$ cat config.mk
export PLATFORM = sky130hd
export DESIGN_NAME = freq_meter
export DESIGN_NICKNAME = d
export VERILOG_FILES = /design/src/rtl/freq_meter.sv
export SDC_FILE = /design/constraint.sdc
export NUM_CORES = 1
export LEC_CHECK = 0
export ABC_AREA = 1
export CELL_PAD_IN_SITES_DETAIL_PLACEMENT = 1
export CELL_PAD_IN_SITES_GLOBAL_PLACEMENT = 2
export CORE_UTILIZATION = 30
export DETAILED_ROUTE_END_ITERATION = 10
export GPL_TIMING_DRIVEN = 0
export HOLD_SLACK_MARGIN = 0.15
export PLACE_DENSITY_LB_ADDON = 0.3
export SYNTH_ARGS = -nofsm -noshare
export SYNTH_HDL_FRONTEND = slang
export SYNTH_SLANG_ARGS = --single-unit
$ cat constraint.sdc
create_clock -name clk_in -period 3.8 [get_ports clk_in]
set_input_delay 1.14 -clock clk_in [delete_from_list [all_inputs] [get_ports clk_in]]
set_output_delay 1.14 -clock clk_in [all_outputs]
set_load 0.05 [all_outputs]
$ cat src/rtl/freq_meter.sv
// ---------------------------------------------------------------------------
// freq_meter
//   Gated frequency counter. Counts rising edges of an asynchronous input
//   over a window of GATE_CYCLES system-clock cycles. At the end of the
//   window it reports the total, saturated at 2^COUNT_W-1, with a one-cycle
//   valid strobe. Windows can be single-shot or back-to-back (continuous).
//
// Ports
//   clk_in      : system clock, all logic on its rising edge
//   rst         : asynchronous active-high reset
//   sig_in      : signal to measure, asynchronous to clk_in
//   start       : request a measurement (sampled in IDLE only)
//   continuous  : repeat windows back-to-back (sampled on last window cycle)
//   count       : rising edges counted in the last completed window
//   count_valid : one-cycle strobe, count/overflow updated this cycle
//   busy        : high while synchronizing or measuring
//   overflow    : last window's edge total exceeded 2^COUNT_W-1
// ---------------------------------------------------------------------------
module freq_meter #(
    parameter int GATE_CYCLES = 50000000,
    parameter int COUNT_W     = 32,
    parameter int SYNC_STAGES = 2
) (
    input  logic               clk_in,
    input  logic               rst,
    input  logic               sig_in,
    input  logic               start,
    input  logic               continuous,
    output logic [COUNT_W-1:0] count,
    output logic               count_valid,
    output logic               busy,
    output logic               overflow
);

    localparam int GATE_W = (GATE_CYCLES > 1) ? $clog2(GATE_CYCLES) : 1;
    localparam int WAIT_W = (SYNC_STAGES > 1) ? $clog2(SYNC_STAGES) : 1;

    localparam logic [GATE_W-1:0] GATE_LAST = GATE_W'(GATE_CYCLES - 1);
    localparam logic [WAIT_W-1:0] WAIT_LAST = WAIT_W'(SYNC_STAGES - 1);

    localparam logic [1:0] ST_IDLE      = 2'd0;
    localparam logic [1:0] ST_SYNC_WAIT = 2'd1;
    localparam logic [1:0] ST_MEASURE   = 2'd2;

    logic [SYNC_STAGES-1:0] r_sync;
    logic                   r_s_prev;
    logic [1:0]             r_state;
    logic [WAIT_W-1:0]      r_wait;
    logic [GATE_W-1:0]      r_gate;
    logic [COUNT_W-1:0]     r_acc;
    logic                   r_ovf;
    logic [COUNT_W-1:0]     r_count;
    logic                   r_count_valid;
    logic                   r_overflow;

    logic                   w_s_sync;
    logic                   w_edge;
    logic                   w_acc_sat;
    logic [COUNT_W-1:0]     w_acc_next;
    logic                   w_ovf_next;
    logic                   w_gate_last;

    assign w_s_sync = r_sync[SYNC_STAGES-1];

    // Accumulator and overflow flag as they would be after this cycle's edge.
    // Used both for normal accumulation and for the result on the last cycle,
    // so the final-cycle edge is never lost.
    // NOTE: every always_comb output gets a default first so no latch is inferred.
    always_comb begin
        w_edge      = 1'b0;
        w_acc_sat   = 1'b0;
        w_acc_next  = r_acc;
        w_ovf_next  = r_ovf;
        w_gate_last = 1'b0;

        w_edge      = w_s_sync & ~r_s_prev;
        w_acc_sat   = (r_acc == {COUNT_W{1'b1}});
        w_gate_last = (r_gate == GATE_LAST);
        if (w_edge && !w_acc_sat) begin
            w_acc_next = r_acc + 1'b1;
        end
        if (w_edge && w_acc_sat) begin
            w_ovf_next = 1'b1;
        end
    end

    // Synchronizer and edge register run in every state, so s_prev follows
    // the input during SYNC_WAIT and a level already high at start is not
    // mistaken for an edge.
    // NOTE: sequential state uses non-blocking assignments only.
    always_ff @(posedge clk_in or posedge rst) begin
        if (rst) begin
            r_sync   <= '0;
            r_s_prev <= 1'b0;
        end else begin
            r_sync   <= {r_sync[SYNC_STAGES-2:0], sig_in};
            r_s_prev <= w_s_sync;
        end
    end

    always_ff @(posedge clk_in or posedge rst) begin
        if (rst) begin
            r_state       <= ST_IDLE;
            r_wait        <= '0;
            r_gate        <= '0;
            r_acc         <= '0;
            r_ovf         <= 1'b0;
            r_count       <= '0;
            r_count_valid <= 1'b0;
            r_overflow    <= 1'b0;
        end else begin
            r_count_valid <= 1'b0;
            case (r_state)
                ST_IDLE: begin
                    if (start) begin
                        r_state <= ST_SYNC_WAIT;
                        r_wait  <= '0;
                        r_gate  <= '0;
                        r_acc   <= '0;
                        r_ovf   <= 1'b0;
                    end
                end

                // Let the synchronizer flush stale samples before counting.
                ST_SYNC_WAIT: begin
                    if (r_wait == WAIT_LAST) begin
                        r_state <= ST_MEASURE;
                    end else begin
                        r_wait <= r_wait + 1'b1;
                    end
                end

                ST_MEASURE: begin
                    if (w_gate_last) begin
                        r_count       <= w_acc_next;
                        r_overflow    <= w_ovf_next;
                        r_count_valid <= 1'b1;
                        r_gate        <= '0;
                        r_acc         <= '0;
                        r_ovf         <= 1'b0;
                        // Staying in MEASURE with cleared counters gives a
                        // new window with no dead cycle in between.
                        r_state       <= continuous ? ST_MEASURE : ST_IDLE;
                    end else begin
                        r_gate <= r_gate + 1'b1;
                        r_acc  <= w_acc_next;
                        r_ovf  <= w_ovf_next;
                    end
                end

                default: begin
                    r_state <= ST_IDLE;
                end
            endcase
        end
    end

    assign count       = r_count;
    assign count_valid = r_count_valid;
    assign overflow    = r_overflow;
    assign busy        = (r_state != ST_IDLE);

endmodule
==> results.txt <==
The longest clock path from root to sink contains 2 buffers. In this run the tightest slew margin relative to its limit is 54.06%. The minimum setup slack in the final design is 0.9874 ns, and the number of global-route vias before repair is 5407.

The count of nets left with antenna violations once routing finished came out at 0. The row count was 50; the number of fill cells was 2418. The count of endpoints failing setup in the final report came out at 0. Setup repair after global routing left no endpoint under its margin.

Root buffer selected by CTS: sky130_fd_sc_hd__clkbuf_16. The worst setup path is captured at an output port. The clock reaches the later pin of the worst-skew pair after 0.36 ns. Compared with the post-synthesis result, the final layout area differs by 17.03%.

Time the final worst path needs with I/O delays and setup: 2.813 ns. After routing the design area is 6749 µm². After detailed routing, the average wire length per cell comes to 14.81 µm. Hold repair after CTS inserted 0 buffers.

The run finished with clean final reports. The tightest min-delay check is of the reg2reg type. The post-route netlist has 6.527% of its cells at a drive strength greater than 1. In this run the static leakage power is 3.933 nW. The critical path goes through nor2_1, inv_1, clkdlybuf4s50_1. The tools report the post-placement worst setup slack as 0.8119 ns. The total count of max-transition violations in the final report is 0, and the largest driver fanout on the critical path is 3.

After synthesis, the cell types taking the most area are sky130_fd_sc_hd__dfrtp_1 (43%), sky130_fd_sc_hd__nand2_1 (28%), sky130_fd_sc_hd__nor2_1 (5.4%). Once layout is complete, the cells apart from fillers number 1138. The logs give 18.47% for the global routing usage summed across all routing layers and 0.01134 ns for the final worst clock skew. For the number of antenna violations at the first check in global routing, the log shows 0.

The largest area contributor in the synthesized netlist is sky130_fd_sc_hd__dfrtp_1. The worst setup path is launched from a flop. Clock tree synthesis inserted a total of 9 buffers.

The initial utilization of the core area, before any placement, comes to 30.73%. The placed instances occupy a cell area of 6480 µm². The level count of the clock H-tree is 3, and the count of buffer and inverter cells on the critical path is 2. The total routed wirelength is 16860 µm, and the layout net count is 906. The remaining global-route overflow came out at 0. Entering global routing, the biggest net connects 52 pins. The power density normalized to cell area was 291.1 nW/µm²; the highest cell delay on the worst timing path was 0.80 ns. The total placed cells including tap cells is 1122. Among cell families on the critical path, the largest total delay comes from buffers and inverters. Startpoint-to-endpoint class of the critical path: reg2out. After synthesis the netlist holds a flip-flop and latch count of 99. The run gives 355.5 MHz as the maximum clock frequency. After legalization and detailed placement, the total HPWL measured 12910 µm. Setup total negative slack on the finished layout was measured at 0 ns. The number of antenna diodes in the final layout is 0. At the pin with the least slew margin, the transition time is 0.6891 ns. Clock-pin slew was measured on the worst setup and hold paths at 0.07 ns.

The slowest stage cell on the critical path was sky130_fd_sc_hd__clkdlybuf4s50_1. The cell area that synthesis handed to floorplanning was 5767 µm². The worst-case IR drop observed on VDD is 213.3 µV. The first detailed-routing pass took 4 iterations. The congestion estimate from routability-driven global placement came to 0.8098. Detailed routing inserted a total of 5295 vias. The die is 140.6 µm wide. Number of standard cells after synthesis: 848. After detailed routing, the number of vias per cell comes to 4.653. At the worst endpoint, the required time is 2.66 ns. Max-cap violations in this run came to 0. For the worst setup path, the data arrival time is 1.67 ns.

The die is 140.6 µm tall. TritonCTS built the clock tree. The clock net in this run drives a total of 99 sinks. A synthesized cell averages 6.800 µm². During I/O placement, the number of pins put on the boundary was 40. In the finished design, the share of the clock period the worst path needs comes to 74.02%. The area of the die was 19780 µm²; the core area was 18770 µm². The Yosys step of the flow raised 0 warnings. The worst hold slack after final layout was 0.3507 ns; the number of distinct library cells after synthesis was 29.

When the netlist entered floorplanning its net count stood at 855. Input and output buffers added on the ports amount to 39. In this run, post-CTS repair resized a total of 0 instances. Post-CTS setup-driven buffer insertion count: 0. Of the synthesized area, sequential elements account for 42.96%. The first global-routing pass estimated 28650 µm of wire. After detailed routing, the number of remaining DRC violations is 0. The top cell type by area accounts for 42.96% of the synthesized area.

The tools report the number of hold violations in the final report as 0. The tools report the violation count after the first detailed-route iteration as 248.
==> sequential cells by signal (all words and copies together), names as in the netlist <==
signal / count
r_state: 2
r_wait: 1
overflow: 1
r_acc: 32
r_sync: 2
r_gate: 26
count_valid: 1
r_s_prev: 1
r_ovf: 1
count: 32
==> power by group <==
part / switching (mW) / internal, mW
clock: 0.434 / 0.442
combinational: 0.0254 / 0.00754
sequential: 0.000453 / 1.05
==> cells in the mapped netlist <==
library cell / count
sky130_fd_sc_hd__nand2_4: 3
sky130_fd_sc_hd__nand2_1: 428
sky130_fd_sc_hd__inv_1: 64
sky130_fd_sc_hd__nor2_4: 4
sky130_fd_sc_hd__inv_2: 4
sky130_fd_sc_hd__or2_2: 1
sky130_fd_sc_hd__ha_1: 2
sky130_fd_sc_hd__nor3_1: 7
sky130_fd_sc_hd__xor2_1: 17
sky130_fd_sc_hd__o21bai_1: 1
sky130_fd_sc_hd__clkbuf_1: 6
sky130_fd_sc_hd__a31oi_1: 1
sky130_fd_sc_hd__nand2_2: 4
sky130_fd_sc_hd__xnor2_1: 8
sky130_fd_sc_hd__buf_2: 11
sky130_fd_sc_hd__a21o_1: 1
sky130_fd_sc_hd__nor3_2: 1
sky130_fd_sc_hd__nor2_1: 83
sky130_fd_sc_hd__dfrtp_1: 99
sky130_fd_sc_hd__nand3b_1: 2
sky130_fd_sc_hd__o21ai_1: 1
sky130_fd_sc_hd__o21ai_2: 4
sky130_fd_sc_hd__o21ai_0: 16
sky130_fd_sc_hd__buf_6: 5
sky130_fd_sc_hd__o22ai_1: 5
sky130_fd_sc_hd__nor2_8: 1
sky130_fd_sc_hd__nor2_2: 3
sky130_fd_sc_hd__nand3_1: 45
sky130_fd_sc_hd__nand4_1: 21
==> area by class of cell <==
cell class | count | area (µm²) | area share, %
Sequential cell | 99 | 2477 | 36.71
Clock inverter | 7 | 43.79 | 0.6489
Inverter | 68 | 257.7 | 3.819
Multi-Input combinational cell | 659 | 2900 | 42.97
Clock buffer | 9 | 225.2 | 3.337
Tap cell | 234 | 292.8 | 4.338
Timing Repair Buffer | 40 | 417.9 | 6.192
Buffer | 22 | 133.9 | 1.984
==> placed cells by master (no fill, tap or decap), types with 2 or more instances in the layout <==
cell type                         count
sky130_fd_sc_hd__buf_2               11
sky130_fd_sc_hd__buf_6                5
sky130_fd_sc_hd__clkbuf_1             6
sky130_fd_sc_hd__clkbuf_16            9
sky130_fd_sc_hd__clkdlybuf4s50_1     39
sky130_fd_sc_hd__clkinv_2             4
sky130_fd_sc_hd__clkinvlp_4           2
sky130_fd_sc_hd__dfrtp_1             99
sky130_fd_sc_hd__ha_1                 2
sky130_fd_sc_hd__inv_1               63
sky130_fd_sc_hd__inv_2                4
sky130_fd_sc_hd__nand2_1            428
sky130_fd_sc_hd__nand2_2              4
sky130_fd_sc_hd__nand2_4              3
sky130_fd_sc_hd__nand3_1             45
sky130_fd_sc_hd__nand3b_1             2
sky130_fd_sc_hd__nand4_1             21
sky130_fd_sc_hd__nor2_1              83
sky130_fd_sc_hd__nor2_2               3
sky130_fd_sc_hd__nor2_4               4
sky130_fd_sc_hd__nor3_1               7
sky130_fd_sc_hd__o21ai_0             16
sky130_fd_sc_hd__o21ai_2              4
sky130_fd_sc_hd__o22ai_1              5
sky130_fd_sc_hd__xnor2_1              8
sky130_fd_sc_hd__xor2_1              17
==> cell families (layout without fill, tap and decap cells) <==
logic type,count (synthesis),count (layout),share of synthesized area (%)
AOI/OAI and AO/OA,29,29,2.994
xor gates and xnor gates,25,25,3.797
adders and majority gates,2,2,0.4339
buffers and inverters,90,146,6.747
DFF,99,99,42.96
and+or+nand+nor,603,603,43.07
==> stage by stage <==
step	util, %	power (mW)
4_1_cts	35.96	2.002
5_1_grt	35.96	2.039
2_1_floorplan	-	1.094
3_5_place_dp	34.53	1.111
3_3_place_gp	34.37	1.107
6_report	35.96	1.964
==> path summary, 6_finish.rpt <==
path                       slack (ns)  startpoint   endpoint  depth (start not counted)
hold / removal                   0.35   r_sync[0]  r_sync[1]                          0
max in group asynchronous        1.86         rst  r_acc[30]                          3
setup / recovery                 0.99  r_state[0]       busy                          3
hold reg to reg                  0.35   r_sync[0]  r_sync[1]                          0
min in group asynchronous        1.25         rst   count[2]                          2
setup reg to reg                 1.55   r_gate[0]  count[23]                         11
==> metal layers <==
metal / routed length [µm] / up-vias / global-route usage, %
met5: 0 / - / 0
met4: 210 / 0 / 5.492
met3: 277 / 13 / 2.072
met2: 7444 / 43 / 29.04
met1: 8925 / 2523 / 26.63
li1: - / 2716 / -
(Power assumes the default switching activity.)
